<file path="src/rtl/fifo_pkg.sv">
// Shared types and helpers for the FIFO write-port arbiter.
package fifo_pkg;

    typedef enum logic {
        IDLE  = 1'b0,
        BURST = 1'b1
    } arb_state_e;

    // Ceiling log2, minimum 1 bit, usable in constant expressions.
    function automatic int clog2(input int value);
        int r;
        r = 1;
        for (int i = 1; i < 32; i++) begin
            if ((1 << i) < value) begin
                r = i + 1;
            end
        end
        return r;
    endfunction

endpackage

</file>
<file path="src/rtl/fifo_wr_arbiter_rr_pick.sv">
// Round-robin priority picker: first set request at or after ptr_i, modulo NREQ.
module rr_pick #(
    parameter int NREQ = 4,
    parameter int IDXW = 2
) (
    input  logic [NREQ-1:0] req_i,
    input  logic [IDXW-1:0] ptr_i,
    output logic [NREQ-1:0] grant_o,
    output logic [IDXW-1:0] idx_o,
    output logic            any_o
);

    always_comb begin
        int unsigned k;
        grant_o = '0;
        idx_o   = '0;
        any_o   = 1'b0;
        k       = 0;
        for (int unsigned i = 0; i < NREQ; i++) begin
            k = (32'(ptr_i) + i) % NREQ;
            if (!any_o && req_i[k]) begin
                any_o      = 1'b1;
                grant_o[k] = 1'b1;
                idx_o      = IDXW'(k);
            end
        end
    end

endmodule

</file>
<file path="src/rtl/fifo_wr_arbiter.sv">
// Round-robin burst arbiter steering NREQ requesters onto one FIFO write port.
module fifo_wr_arbiter
    import fifo_pkg::*;
#(
    parameter int DATAW    = 8,
    parameter int NREQ     = 4,
    parameter int MAXBURST = 4
) (
    input  logic                  clk,
    input  logic                  rst,
    input  logic [NREQ-1:0]       i_req_valid,
    input  logic [NREQ*DATAW-1:0] i_req_data,
    input  logic [NREQ-1:0]       i_req_last,
    output logic [NREQ-1:0]       o_req_ready,
    output logic                  o_wr_en,
    output logic [DATAW-1:0]      o_wr_data,
    input  logic                  i_wr_full,
    output logic [NREQ-1:0]       o_grant
);

    localparam int IDXW = clog2(NREQ);
    localparam int CW   = clog2(MAXBURST + 1);

    localparam logic [IDXW-1:0] LAST_IDX  = IDXW'(NREQ - 1);
    localparam logic [CW-1:0]   CAP_MINUS = CW'(MAXBURST - 1);

    arb_state_e      state_q;
    logic [IDXW-1:0] rr_ptr_q;
    logic [IDXW-1:0] rr_ptr_d;
    logic [CW-1:0]   cnt_q;
    logic [NREQ-1:0] grant_q;
    logic [IDXW-1:0] gidx_q;

    logic [NREQ-1:0] pick_grant;
    logic [IDXW-1:0] pick_idx;
    logic            pick_any;

    logic in_burst;
    logic accept;
    logic cap_hit;
    logic release_w;

    rr_pick #(
        .NREQ (NREQ),
        .IDXW (IDXW)
    ) u_pick (
        .req_i   (i_req_valid),
        .ptr_i   (rr_ptr_q),
        .grant_o (pick_grant),
        .idx_o   (pick_idx),
        .any_o   (pick_any)
    );

    // Handshake is combinational so a full FIFO blocks the same cycle it asserts.
    always_comb begin
        in_burst  = (state_q == BURST);
        accept    = in_burst & i_req_valid[gidx_q] & ~i_wr_full;
        cap_hit   = (cnt_q == CAP_MINUS);
        release_w = accept & (i_req_last[gidx_q] | cap_hit);
        rr_ptr_d  = (gidx_q == LAST_IDX) ? '0 : gidx_q + 1'b1;
    end

    always_comb begin
        o_req_ready = (in_burst && !i_wr_full) ? grant_q : '0;
        o_wr_en     = accept;
        o_wr_data   = i_req_data[gidx_q*DATAW +: DATAW];
        o_grant     = grant_q;
    end

    always_ff @(posedge clk or posedge rst) begin
        if (rst) begin
            state_q  <= IDLE;
            rr_ptr_q <= '0;
            cnt_q    <= '0;
            grant_q  <= '0;
            gidx_q   <= '0;
        end else begin
            case (state_q)
                IDLE: begin
                    if (pick_any) begin
                        state_q <= BURST;
                        grant_q <= pick_grant;
                        gidx_q  <= pick_idx;
                        cnt_q   <= '0;
                    end
                end
                BURST: begin
                    if (release_w) begin
                        state_q  <= IDLE;
                        grant_q  <= '0;
                        cnt_q    <= '0;
                        rr_ptr_q <= rr_ptr_d;
                    end else if (accept) begin
                        cnt_q <= cnt_q + 1'b1;
                    end
                end
                default: begin
                    state_q <= IDLE;
                    grant_q <= '0;
                end
            endcase
        end
    end

endmodule
</file>
<file path="config.mk">
export PLATFORM = sky130hd
export DESIGN_NAME = fifo_wr_arbiter
export DESIGN_NICKNAME = d
export VERILOG_FILES = /design/src/rtl/fifo_pkg.sv /design/src/rtl/fifo_wr_arbiter_rr_pick.sv /design/src/rtl/fifo_wr_arbiter.sv
export SDC_FILE = /design/constraint.sdc
export NUM_CORES = 1
export LEC_CHECK = 0
export BUFFER_PORTS_ARGS = -buffer_cell sky130_fd_sc_hd__buf_2
export CAP_MARGIN = 0
export CORE_ASPECT_RATIO = 0.6
export CORE_UTILIZATION = 40
export DETAILED_ROUTE_END_ITERATION = 10
export PLACE_DENSITY_LB_ADDON = 0.2
export SYNTH_ARGS = -nofsm -noshare
export SYNTH_HDL_FRONTEND = slang
export SYNTH_SLANG_ARGS = --single-unit
export TNS_END_PERCENT = 10
</file>
<file path="constraint.sdc">
create_clock -name clk -period 2.9 [get_ports clk]
set_input_delay 0.29 -clock clk [delete_from_list [all_inputs] [get_ports clk]]
set_output_delay 0.29 -clock clk [all_outputs]
set_load 0.03 [all_outputs]
</file>
# --- Word-level counts from Yosys, hierarchy flattened ---
# Cells that the tools add are included.
totals:
  regBits: 71
  out_inout_bits: 17
  wordCells: 94
  inputBits: 43
op_classes:
  n_addsub: 5
  bitwise_logic: 9
  n_mux: 44
  magnitude_cmp: 9
  eq_ne: 5
  shifts: 1
  n_reduce_logical: 16
op_table:
  columns: ["cell", "n"]
  rows:
  - ["32-bit 2-to-1 mux", 6]
  - ["32-bit by 2-bit equality test with 1-bit output, second input constant", 2]
  - ["32-bit one-hot mux with 2 select lines", 1]
  - ["32-bit by 33-bit variable part select with 8-bit output", 1]
  - ["32-bit by 1-bit adder with 32-bit output, second input constant", 1]
  - ["32-bit by 3-bit < comparator with 1-bit output, second input constant", 1]
  - ["4-bit 2-to-1 mux", 7]
  - ["1-bit 2-to-1 mux", 16]
  - ["1-bit binary-select mux with 2-bit select", 6]
  - ["2-bit by 3-bit < comparator with 1-bit output, second input constant", 4]
  - ["4-bit OR", 3]
  - ["1-bit demux with 2-bit select", 4]
  - ["2-bit by 1-bit >= comparator with 1-bit output, second input constant", 4]
  - ["1-bit logical AND", 8]
  - ["4-bit one-hot mux with 2 select lines", 1]
  - ["2-bit AND reduction", 4]
  - ["2-bit by 1-bit adder with 2-bit output, second input constant", 2]
  - ["2-bit adder, second input constant", 2]
  - ["1-bit logical NOT", 4]
  - ["2-bit 2-to-1 mux", 2]
  - ["1-bit bitwise AND", 3]
  - ["3-bit by 2-bit inequality test with 1-bit output, second input constant", 1]
  - ["2-bit by 1-bit inequality test with 1-bit output, second input constant", 1]
  - ["2-bit inequality test, second input constant", 1]
  - ["3 further kinds", 4]

# --- Depth between registers and ports, before layout ---
# Gate-level depths: netlist of the first run.
depth:
  ltp_word: 14
  depth_mapped: 9
  ltp_nobuf: 7

# --- Cells and area by module ---
# Synthesis of the first run repeated with hierarchy kept, for this count alone.
unflattened:
  cells_unflattened: 648
  area_unflattened_um2: 5945.7
by_module_without_submodules:
  columns: ["module", "instances", "seq_area_each_um2", "area_per_inst_um2", "cells_each"]
  rows:
  - ["fifo_wr_arbiter", 1, 2527.4, 5297.6, 572]
  - ["rr_pick", 1, 0.0, 648.1, 76]

# --- Worst setup path before layout of the first run ---
# OpenSTA, ideal clock, no wires.
synth_path:
  path_kind: "register to register"
  startpoint: "register rr_ptr_q[0]"
  endpoint: "register cnt_q[3]"
  synth_period_minus_slack_ns: 2.819
  path_slack_ns: 0.081
  stages_incl_launch_ff: 10
  t_arrival_ns: 2.697
  path_buffers: 2
  setup_time_ns: 0.121
  t_required_ns: 2.779
  cell_sequence: "dfrtp_1 buf_4 inv_1 ha_1 mux4_2 o41a_1 buf_2 o2111ai_1 xor2_1 nor2_1"
synth_via:
  elab_chain_cells: 14
  word_cells_on_any_way: 23
  classes_between: "add/sub: 3; eq/ne: 1; mux: 12; reduce/logical: 7"
synth_lines:
  columns: ["element", "line_no", "source"]
  rows:
  - ["from (decl)", "fifo_wr_arbiter.sv:28", "logic [IDXW-1:0] rr_ptr_q;"]
  - ["from (signal assigned)", "fifo_wr_arbiter.sv:92", "rr_ptr_q <= rr_ptr_d;"]
  - ["parallel branches: the longest is 11 deep, another holds 2-bit by 1-bit adder with 2-bit output", null, null]
  - ["1-bit 2-to-1 mux *", "fifo_wr_arbiter_rr_pick.sv:21", "if (!any_o && req_i[k]) begin"]
  - ["2-bit inequality test (no line) *", null, null]
  - ["2-bit AND reduction (no line) *", null, null]
  - ["to (signal assigned)", "fifo_wr_arbiter.sv:94", "cnt_q <= cnt_q + 1'b1;"]
  - ["to (decl)", "fifo_wr_arbiter.sv:30", "logic [CW-1:0] cnt_q;"]
# Every way passes the cells marked *. The select of a mux whose other input is x is not followed.
# A chain may end at the register's enable or synchronous reset.

# --- Final worst setup path of the first run ---
layout_path:
  startpoint: "register rr_ptr_q[0]"
  endpoint: "register cnt_q[28]"
# Same word-level chain as after synthesis.

==> results.py, run 1 <==
metrics = {
    "synthesis": {
        "avgSynthCellArea_um2": 9.907,
        "synth-seq-cells": 41,
        "yosysWarnings": 0,
        "yosys.area_share.adder_pct": 4.494,
        "ys_async_sr_fraction_pct": 100.0,
        "synth-seq-area-share_pct": 36.85,
        "yosys.area_share.simple_pct": 22.79,
        "netlist_instances": 281,
        "synth_top_family_by_area": "simple AND/OR/NAND/NOR gates",
        "synthMuxAreaShare_pct": 12.40,
        "synth-edff-count": 0,
        "synthFlopType": "dfrtp_1",
        "syn-num-nets": 334,
        "synth-compound-area-share_pct": 12.94,
        "syn_area_um2": 2784,
        "synth-xor-area-share_pct": 7.236,
        "synth_cell_types": 47,
    },
    "clock_network": {
        "clock_latency_ns": 0.29,
        "root_buffer": "clkbuf_16",
        "clk_pin_slew_ns": 0.06,
        "tritoncts": "yes",
        "htree_levels": 2,
        "cts_buffers": 5,
        "cts_hold_buf": 0,
        "cts.sinks": 41,
        "ctsLongestPathBuffers": 2,
    },
    "global_route": {
        "grt_pass1_vias": 2187,
        "grt_pass1_wl_um": 11180,
        "grt_usage_pct": 20.36,
        "grt_max_degree": 31,
        "grt_overflow_total": 0,
        "antenna_found_initial": 0,
    },
    "final_layout": {
        "syn_to_final_growth_pct": 21.44,
        "nFillCells": 621,
        "finalNetCount": 398,
        "drive_gt1_share_pct": 28.90,
        "final_core_util_pct": 50.42,
        "antenna_cells": 0,
        "final_area_um2": 3381,
    },
    "critical_path": {
        "criticalPathCategory": "flop to flop",
        "setup.worst_path.start_class": "flop",
        "crit_fanout": 30,
        "critPathCaptureType": "flop",
        "cp.arrival_ns": 2.96,
        "cp.required_ns": 3.10,
        "critical_path.startpoint": "rr_ptr_q[0]",
        "reg2reg_from": "rr_ptr_q[0]",
    },
    "timing": {
        "finalMaxSlewViolations": 0,
        "relSlewSlack_pct": 38.72,
        "setup_tns_ns": 0,
        "fin_crit_ns": 2.753,
        "max_freq_mhz": 363.2,
        "fin_skew_ns": 0.009255,
        "hold_viol_final": 0,
        "worstMarginPinSlew_ns": 0.9181,
        "finalSetupViolCount": 0,
        "period_share_pct": 94.94,
        "fin_ws_ns": 0.1467,
        "rsz0062_at_grt": "no",
    },
    "power": {
        "irDropWorstVdd_mv": 0.4044,
        "powerDensity_nw_per_um2": 825.2,
        "power_leakage_uw": 0.001562,
    },
    "floorplan": {
        "row_count": 23,
        "die-area_um2": 7308,
        "io_pins": 60,
        "core_area_um2": 6705,
        "fp.dieH_um": 66.62,
        "die_w_um": 109.7,
        "start_util_pct": 41.52,
    },
    "detailed_routing": {
        "ant_nets": 0,
        "wl_per_cell_um": 15.94,
        "totalWireLength_um": 6901,
        "first_pass_iters": 4,
        "drt_iter0_drc": 148,
        "route.detailed.drc": 0,
        "via_count": 2447,
        "viasPerCell": 5.651,
    },
    "placed_design": {
        "dp_worst_setup_slack_ns": 0.08232,
        "gp_congestion": 0.7949,
        "io_buffers": 59,
        "hpwl_um": 5076,
        "place_area_um2": 3198,
    },
    "job": {
        "drv_cap": 0,
    },
    "min_path": {
        "hold_path_class": "primary input to async pin",
    },
    "run_status": {
        "outcome": "complete, no violations",
    },
}
-- cell type report --
| cell class | count | area (um2) | area share, % |
|---|---|---|---|
| inverter | 7 | 26.28 | 0.7772 |
| clock inverter | 1 | 30.03 | 0.8882 |
| multi-input combinational | 220 | 1669 | 49.37 |
| timing repair buffer | 70 | 377.9 | 11.18 |
| clock buffer | 7 | 142.6 | 4.219 |
| sequential | 41 | 1026 | 30.35 |
| tap | 87 | 108.9 | 3.220 |
-- layer usage --
metal  wire (um)  track usage (%)  up-vias
met3         315            4.795        4
li1            -                -     1175
met4          48            5.167        0
met5           0                0        -
met1        3714            30.72     1197
met2        2822            28.62       71
-- metrics by stage --
step	power [uW]	std cells	hold WS [ns]
after floorplan	1769	281	0.4778
after global placement	2114	424	0.4989
after detailed placement	2120	424	0.5056
after CTS	2786	432	0.2348
after global routing	2979	433	0.2917
final	2790	433	0.1988
-- report_power, final --
part	switching, uW	internal (uW)
logic	880	566
clock network	224	430
registers	51.6	638
-- cells in the final DEF (no fill, tap or decap), types with 7 or more instances in the layout --
master / netlist / final
mux4_2: 13 / 13
nand2_1: 23 / 23
and2_1: 10 / 10
dfrtp_1: 41 / 41
nor2_1: 31 / 31
inv_1: 7 / 7
nand4_1: 14 / 14
buf_2: 4 / 59
o21ai_0: 9 / 9
xor2_1: 21 / 21
and3_1: 7 / 7
ha_1: 10 / 9
buf_4: 1 / 11
-- critical path, cell delays in order (launching register included) --
cell	delay (ns)
dfrtp_1	0.35
inv_1	0.10
ha_2	0.40
mux4_2	0.58
or4_1	0.56
nand2_2	0.15
o21ai_2	0.07
buf_4	0.24
nor3_2	0.20
-- logic make-up (layout without fill, tap and decap cells) --
kind of cell,count (synthesis),after routing
AO/OA/AOI/OAI,49,49
XOR/XNOR,23,23
adder cells (fa/ha/maj),10,10
buffers and inverters,20,85
flip-flops,41,41
multiplexers,18,18
AND/OR/NAND/NOR,120,120
-- cell usage after synthesis, types with 6 or more instances --
| cell type | count | area [um2] |
|---|---|---|
| or4_1 | 6 | 45.04 |
| xor2_1 | 21 | 183.9 |
| clkbuf_1 | 6 | 22.52 |
| nor2b_1 | 6 | 37.54 |
| nor4_1 | 6 | 37.54 |
| a21oi_1 | 6 | 30.03 |
| and3_1 | 7 | 43.79 |
| nand4_1 | 14 | 87.58 |
| nand2_1 | 23 | 86.33 |
| dfrtp_1 | 41 | 1026 |
| mux4_2 | 13 | 292.8 |
| o31ai_1 | 6 | 45.04 |
| nor2_1 | 31 | 116.4 |
| o21ai_0 | 9 | 45.04 |
| ha_1 | 10 | 125.1 |
| inv_1 | 7 | 26.28 |
| and2_1 | 10 | 62.56 |
-- registers in the layout (all words and copies together) (netlist names) --
signal    cells
cnt_q        32
in_burst      1
gidx_q        2
rr_ptr_q      2
o_grant       4
-- what timing repair did --
item,in CTS,in global routing
gates resized for setup,0,1
buffers inserted,0,1
endpoints found under the setup margin,0,29
-- final timing paths --
check,endpoint,slack (ns),cells after the start
setup reg to reg,cnt_q[28],0.15,8
hold / removal,cnt_q[14],0.20,2
setup / recovery,cnt_q[28],0.15,8
max in group asynchronous,cnt_q[26],1.91,3
min in group clk,o_grant[2],0.52,1
hold reg to reg,o_grant[2],0.52,1
Note: power is estimated with default switching activity, not from simulation.
==> run 2: changes to the inputs <==
--- a/config.mk
+++ b/config.mk
@@ -5,6 +5,7 @@
 export SDC_FILE = /design/constraint.sdc
 export NUM_CORES = 1
 export LEC_CHECK = 0
+export ABC_AREA = 1
 export BUFFER_PORTS_ARGS = -buffer_cell sky130_fd_sc_hd__buf_2
 export CAP_MARGIN = 0
 export CORE_ASPECT_RATIO = 0.6
==> run 2 against run 1 <==
  * Sequential share of layout area is 6.4 points lower
  * Maximum frequency is 10% higher
  * Largest cell class unchanged
  * Critical endpoint is now o_wr_en
  * Worst setup slack improved by 0.26 ns
==> results.py, run 2 <==
metrics = {
    "final_layout": {
        "finalNetCount": 711,
        "antenna_cells": 0,
        "layout_common_cells": "nand2_1, nor2_1, nand3_1",
        "drive_gt1_share_pct": 16.24,
        "syn_to_final_growth_pct": 12.43,
        "largest_reg_flops": 32,
        "regMostFlops": "cnt_q",
        "nFillCells": 976,
        "final_area_um2": 4290,
        "final_common_cell": "nand2_1",
        "fin_cells": 789,
    },
    "synthesis": {
        "synth_most_common_cell": "nand2_1",
        "synth_cell_types": 38,
        "yosys.area.top_type": "dfrtp_1",
        "syn_area_um2": 3816,
        "synth-edff-count": 0,
        "ys_async_sr_fraction_pct": 100.0,
        "netlist_instances": 610,
        "syn-num-nets": 663,
        "ys_top_cells_by_count": "nand2_1, nor2_1, nand3_1",
        "synth_top_area_share_pct": 26.89,
        "synth_area_leaders": "dfrtp_1, nand2_1, nor2_1, nand3_1, inv_1",
        "synth-seq-area-share_pct": 26.89,
        "synth-seq-cells": 41,
        "synthFlopType": "dfrtp_1",
        "yosysWarnings": 0,
        "avgSynthCellArea_um2": 6.256,
    },
    "critical_path": {
        "reg2reg_from": "gidx_q[1]",
        "crit_path_end": "o_wr_en",
        "cp.arrival_ns": 2.20,
        "cp.required_ns": 2.61,
        "critical_path.startpoint": "gidx_q[1]",
        "criticalPathCategory": "flop to output pin",
        "critPathCaptureType": "output pin",
        "reg2reg_to": "rr_ptr_q[1]",
        "setup.worst_path.start_class": "flop",
        "r2r_slack_ns": 0.63,
        "r2r_cells": 8,
        "crit_fanout": 20,
    },
    "run_status": {
        "outcome": "complete, no violations",
    },
    "global_route": {
        "grt_pass1_wl_um": 18150,
        "grt_pass1_vias": 3641,
        "grt_max_degree": 48,
        "grt_overflow_total": 0,
        "grt_usage_pct": 22.98,
        "antenna_found_initial": 0,
    },
    "timing": {
        "finalMaxSlewViolations": 0,
        "rsz0062_at_grt": "no",
        "hold_viol_final": 0,
        "relSlewSlack_pct": 55.57,
        "fin_skew_ns": 0.007196,
        "setup_tns_ns": 0,
        "fin_ws_ns": 0.4070,
        "finalSetupViolCount": 0,
        "worstMarginPinSlew_ns": 0.6624,
        "max_freq_mhz": 401.1,
        "period_share_pct": 85.97,
        "fin_crit_ns": 2.493,
    },
    "clock_network": {
        "cts.repair.resized": 0,
        "clock_latency_ns": 0.29,
        "tritoncts": "yes",
        "cts_setup_buffers": 0,
        "clk_pin_slew_ns": 0.07,
        "cts_buffers": 5,
        "htree_levels": 2,
        "ctsLongestPathBuffers": 2,
        "cts.sinks": 41,
        "cts_hold_buf": 0,
        "root_buffer": "clkbuf_16",
    },
    "detailed_routing": {
        "via_count": 3976,
        "ant_nets": 0,
        "drt_iter0_drc": 311,
        "viasPerCell": 5.039,
        "route.detailed.drc": 0,
        "totalWireLength_um": 10540,
        "wl_per_cell_um": 13.36,
        "first_pass_iters": 5,
    },
    "min_path": {
        "hold_path_class": "primary input to async pin",
    },
    "floorplan": {
        "die_w_um": 128.1,
        "die-area_um2": 9948,
        "core_area_um2": 9223,
        "io_pins": 60,
        "row_count": 27,
        "fp.dieH_um": 77.66,
        "start_util_pct": 41.38,
    },
    "placed_design": {
        "place_area_um2": 4119,
        "hpwl_um": 8032,
        "gp_congestion": 0.8632,
        "dp_worst_setup_slack_ns": 0.6378,
        "placed_cells": 781,
        "io_buffers": 59,
    },
    "power": {
        "power_leakage_uw": 0.002102,
        "irDropWorstVdd_mv": 0.5858,
        "total_power_uw": 3353,
        "powerDensity_nw_per_um2": 781.6,
    },
    "job": {
        "drv_cap": 0,
    },
}
## run 2: cell count changes after synthesis, moves of 13 or more
cell	before	now
inv_1	7	54
mux4_2	13	0
nand2_1	23	196
nand3_1	5	74
nand4_1	14	1
nor2_1	31	100
## run 2: how the worst min path moves through the flow
stage	startpoint	endpoint	slack [ns]	depth (start not counted)
floorplan	cnt_q[31]	cnt_q[31]	0.49	2
global placement	rst	cnt_q[0]	0.34	2
detailed placement	rst	cnt_q[0]	0.34	2
CTS	rst	cnt_q[0]	0.03	2
global route	rst	cnt_q[0]	0.06	2
finish	rst	cnt_q[0]	0.01	2
## run 2: cell type report
cell class / instances / area (um2) / area share (%)
Clock buffer: 5 / 125.1 / 2.916
Clock inverter: 3 / 46.29 / 1.079
Inverter: 59 / 234.0 / 5.453
Multi-Input combinational cell: 486 / 2344 / 54.62
Sequential cell: 41 / 1026 / 23.91
Tap cell: 130 / 162.7 / 3.791
Timing Repair Buffer: 65 / 352.8 / 8.224
## run 2: routing by layer
| metal | part of all wire [%] | global-route usage, % | vias up |
|---|---|---|---|
| met5 | 0 | 0 | - |
| met4 | 0.59 | 3.882 | 0 |
| met3 | 7.6 | 5.655 | 6 |
| met2 | 39 | 31.96 | 130 |
| met1 | 53 | 35.41 | 1816 |
| li1 | - | - | 2024 |
## run 2: report_power, final
| part | internal [uW] | leakage [uW] | switching (uW) |
|---|---|---|---|
| combinational | 553 | 0.00147 | 1380 |
| sequential | 635 | 0.000555 | 126 |
| clock | 408 | 0.0000800 | 250 |
| total | 1600 | 0.00210 | 1760 |
## run 2: cells by family (layout without fill, tap and decap cells)
kind of cell	after synthesis	in the layout	synth area share (%)
compound gates	74	74	12.10
xor+xnor	14	14	3.213
fa+ha+maj	10	10	3.279
buf+inv	83	132	11.70
flops	41	41	26.89
simple gates	388	388	42.82
## run 2: critical path, stage by stage (launching register included)
cell,delay (ns)
dfrtp_1,0.60
inv_1,0.32
a21oi_2,0.18
o21ai_1,0.09
a21oi_2,0.13
buf_4,0.31
buf_2,0.26
## run 2: through the flow
step | utilization [%] | hold WS (ns)
3_5_place_dp | 44.66 | 0.3445
3_3_place_gp | 44.66 | 0.3386
4_1_cts | 46.52 | 0.03248
5_1_grt | 46.52 | 0.06161
2_1_floorplan | - | 0.4912
6_report | 46.52 | 0.01084
==> run 3: changes to the inputs <==
--- a/config.mk
+++ b/config.mk
@@ -5,10 +5,10 @@
 export SDC_FILE = /design/constraint.sdc
 export NUM_CORES = 1
 export LEC_CHECK = 0
-export ABC_AREA = 1
 export BUFFER_PORTS_ARGS = -buffer_cell sky130_fd_sc_hd__buf_2
 export CAP_MARGIN = 0
 export CORE_ASPECT_RATIO = 0.6
+export CORE_MARGIN = 8
 export CORE_UTILIZATION = 40
 export DETAILED_ROUTE_END_ITERATION = 10
 export PLACE_DENSITY_LB_ADDON = 0.2
==> run 3 against run 2 <==
  * Total power decreased by 18%
  * Largest power group unchanged
  * Non-clock buffer count increased by 10
  * Highest routed layer unchanged
  * Clock power is 18% lower
  * Die area increased by 0.25%
  * Flip-flop and latch count stayed put
  * Sequential power is 9.6% lower
  * Largest cell class unchanged
  * Clock skew is 0.0034 ns lower
  * Critical endpoint is now cnt_q[29]
==> results.py, run 3 (same netlist as run 1, synthesis figures left out) <==
metrics = {
    "run_status": {
        "outcome": "complete, no violations",
    },
    "final_layout": {
        "final_core_util_pct": 50.64,
        "final_common_cell": "buf_2",
        "regMostFlops": "cnt_q",
        "largest_reg_flops": 32,
        "antenna_cells": 0,
        "layout_common_cells": "buf_2, dfrtp_1, nor2_1",
        "finalNetCount": 403,
        "drive_gt1_share_pct": 30.20,
        "nFillCells": 611,
        "syn_to_final_growth_pct": 21.98,
    },
    "detailed_routing": {
        "ant_nets": 0,
        "route.detailed.drc": 0,
        "totalWireLength_um": 7471,
        "viasPerCell": 5.619,
        "first_pass_iters": 4,
        "via_count": 2461,
        "drt_iter0_drc": 177,
        "wl_per_cell_um": 17.06,
    },
    "clock_network": {
        "root_buffer": "clkbuf_16",
        "cts_hold_buf": 0,
        "cts_buffers": 5,
        "cts.sinks": 41,
        "tritoncts": "yes",
        "htree_levels": 2,
        "clk_pin_slew_ns": 0.06,
        "clock_latency_ns": 0.28,
        "ctsLongestPathBuffers": 2,
    },
    "placed_design": {
        "dp_worst_setup_slack_ns": 0.01854,
        "io_buffers": 59,
        "gp_congestion": 0.8668,
        "hpwl_um": 5648,
    },
    "critical_path": {
        "reg2reg_from": "rr_ptr_q[0]",
        "critPathCaptureType": "flop",
        "crit_fanout": 18,
        "cp.required_ns": 3.11,
        "r2r_cells": 8,
        "r2r_slack_ns": 0.19,
        "cp.arrival_ns": 2.91,
        "criticalPathCategory": "flop to flop",
        "setup.worst_path.start_class": "flop",
        "reg2reg_to": "cnt_q[29]",
    },
    "timing": {
        "max_freq_mhz": 369.2,
        "fin_skew_ns": 0.003820,
        "finalMaxSlewViolations": 0,
        "hold_viol_final": 0,
        "worstMarginPinSlew_ns": 0.5153,
        "setup_tns_ns": 0,
        "period_share_pct": 93.41,
        "fin_crit_ns": 2.709,
        "fin_ws_ns": 0.1912,
        "relSlewSlack_pct": 65.64,
        "finalSetupViolCount": 0,
    },
    "power": {
        "total_power_uw": 2739,
        "intPower_uw": 1555,
        "seq_power_share_pct": 25.1,
        "power_switching_share_pct": 43.22,
        "irDropWorstVdd_mv": 0.3143,
        "p_clk_share_pct": 19.8,
        "powerDensity_nw_per_um2": 806.5,
        "comb_power_share_pct": 55.1,
        "power_leakage_uw": 0.001574,
        "p_sw_uw": 1184,
    },
    "global_route": {
        "grt_max_degree": 42,
        "grt_overflow_total": 0,
        "grt_pass1_wl_um": 12310,
        "antenna_found_initial": 0,
        "grt_pass1_vias": 2450,
        "grt_usage_pct": 15.47,
    },
    "job": {
        "drv_cap": 0,
    },
    "floorplan": {
        "die_w_um": 123.7,
        "fp.dieH_um": 80.62,
        "row_count": 23,
        "start_util_pct": 41.52,
        "core_area_um2": 6705,
        "die-area_um2": 9973,
        "io_pins": 60,
    },
    "min_path": {
        "hold_path_class": "primary input to async pin",
    },
}
==> run 3: power by group through the flow <==
stage | Clock [uW] | Combinational, uW | Sequential (uW)
2_1_floorplan | 0 | 1020 | 751
3_3_place_gp | 0 | 1440 | 697
3_5_place_dp | 0 | 1460 | 698
4_1_cts | 552 | 1470 | 688
5_1_grt | 578 | 1660 | 699
6_report | 542 | 1510 | 687
==> run 3: what timing repair did <==
| action | in CTS | in global routing |
|---|---|---|
| resized for setup | 1 | 1 |
| pin swaps | 0 | 0 |
| setup endpoints to repair | 2 | 20 |
| buffers inserted | 0 | 2 |
==> run 3: how the worst max path moves through the flow <==
stage | cells after the start | to | startpoint | slack, ns
after floorplan | 9 | cnt_q[3] | rr_ptr_q[0] | 0.08
after global placement | 7 | cnt_q[25] | rr_ptr_q[1] | 0.13
after detailed placement | 7 | cnt_q[31] | rr_ptr_q[0] | 0.02
after CTS | 8 | cnt_q[29] | rr_ptr_q[0] | 0.07
after global routing | 8 | cnt_q[29] | rr_ptr_q[0] | -0.008
final | 8 | cnt_q[29] | rr_ptr_q[0] | 0.19
==> run 3: metrics by stage <==
stage	hold slack (ns)	cells	instance area, um2
2_1_floorplan	0.4778	281	2784
3_3_place_gp	0.4507	428	3228
3_5_place_dp	0.4523	428	3228
4_1_cts	0.1554	436	3373
5_1_grt	0.1951	438	3396
6_report	0.1337	438	3396
==> run 3: area by class of cell <==
type | instances | area, um2 | share of cell area (%)
Multi-Input combinational cell | 220 | 1677 | 49.37
Sequential cell | 41 | 1026 | 30.21
Timing Repair Buffer | 75 | 415.4 | 12.23
Clock buffer | 5 | 125.1 | 3.685
Tap cell | 87 | 108.9 | 3.206
Inverter | 7 | 26.28 | 0.7738
Clock inverter | 3 | 17.52 | 0.5158
==> run 3: worst max-delay path: stages, from the launching register on <==
cell and delay [ns]:
dfrtp_1 0.35, inv_1 0.11, ha_1 0.35, mux4_2 0.56, or4_1 0.56, nand2_2 0.17, o21ai_4 0.15, buf_4 0.24
a21oi_1 0.13
==> run 3: per-layer routing <==
metal  track usage [%]  share of wire, %  up-vias
met4             2.151              0.29        0
met2             20.52                40       94
li1                  -                 -     1189
met1             23.66                50     1176
met5                 0                 0        -
met3             5.108               9.8        2
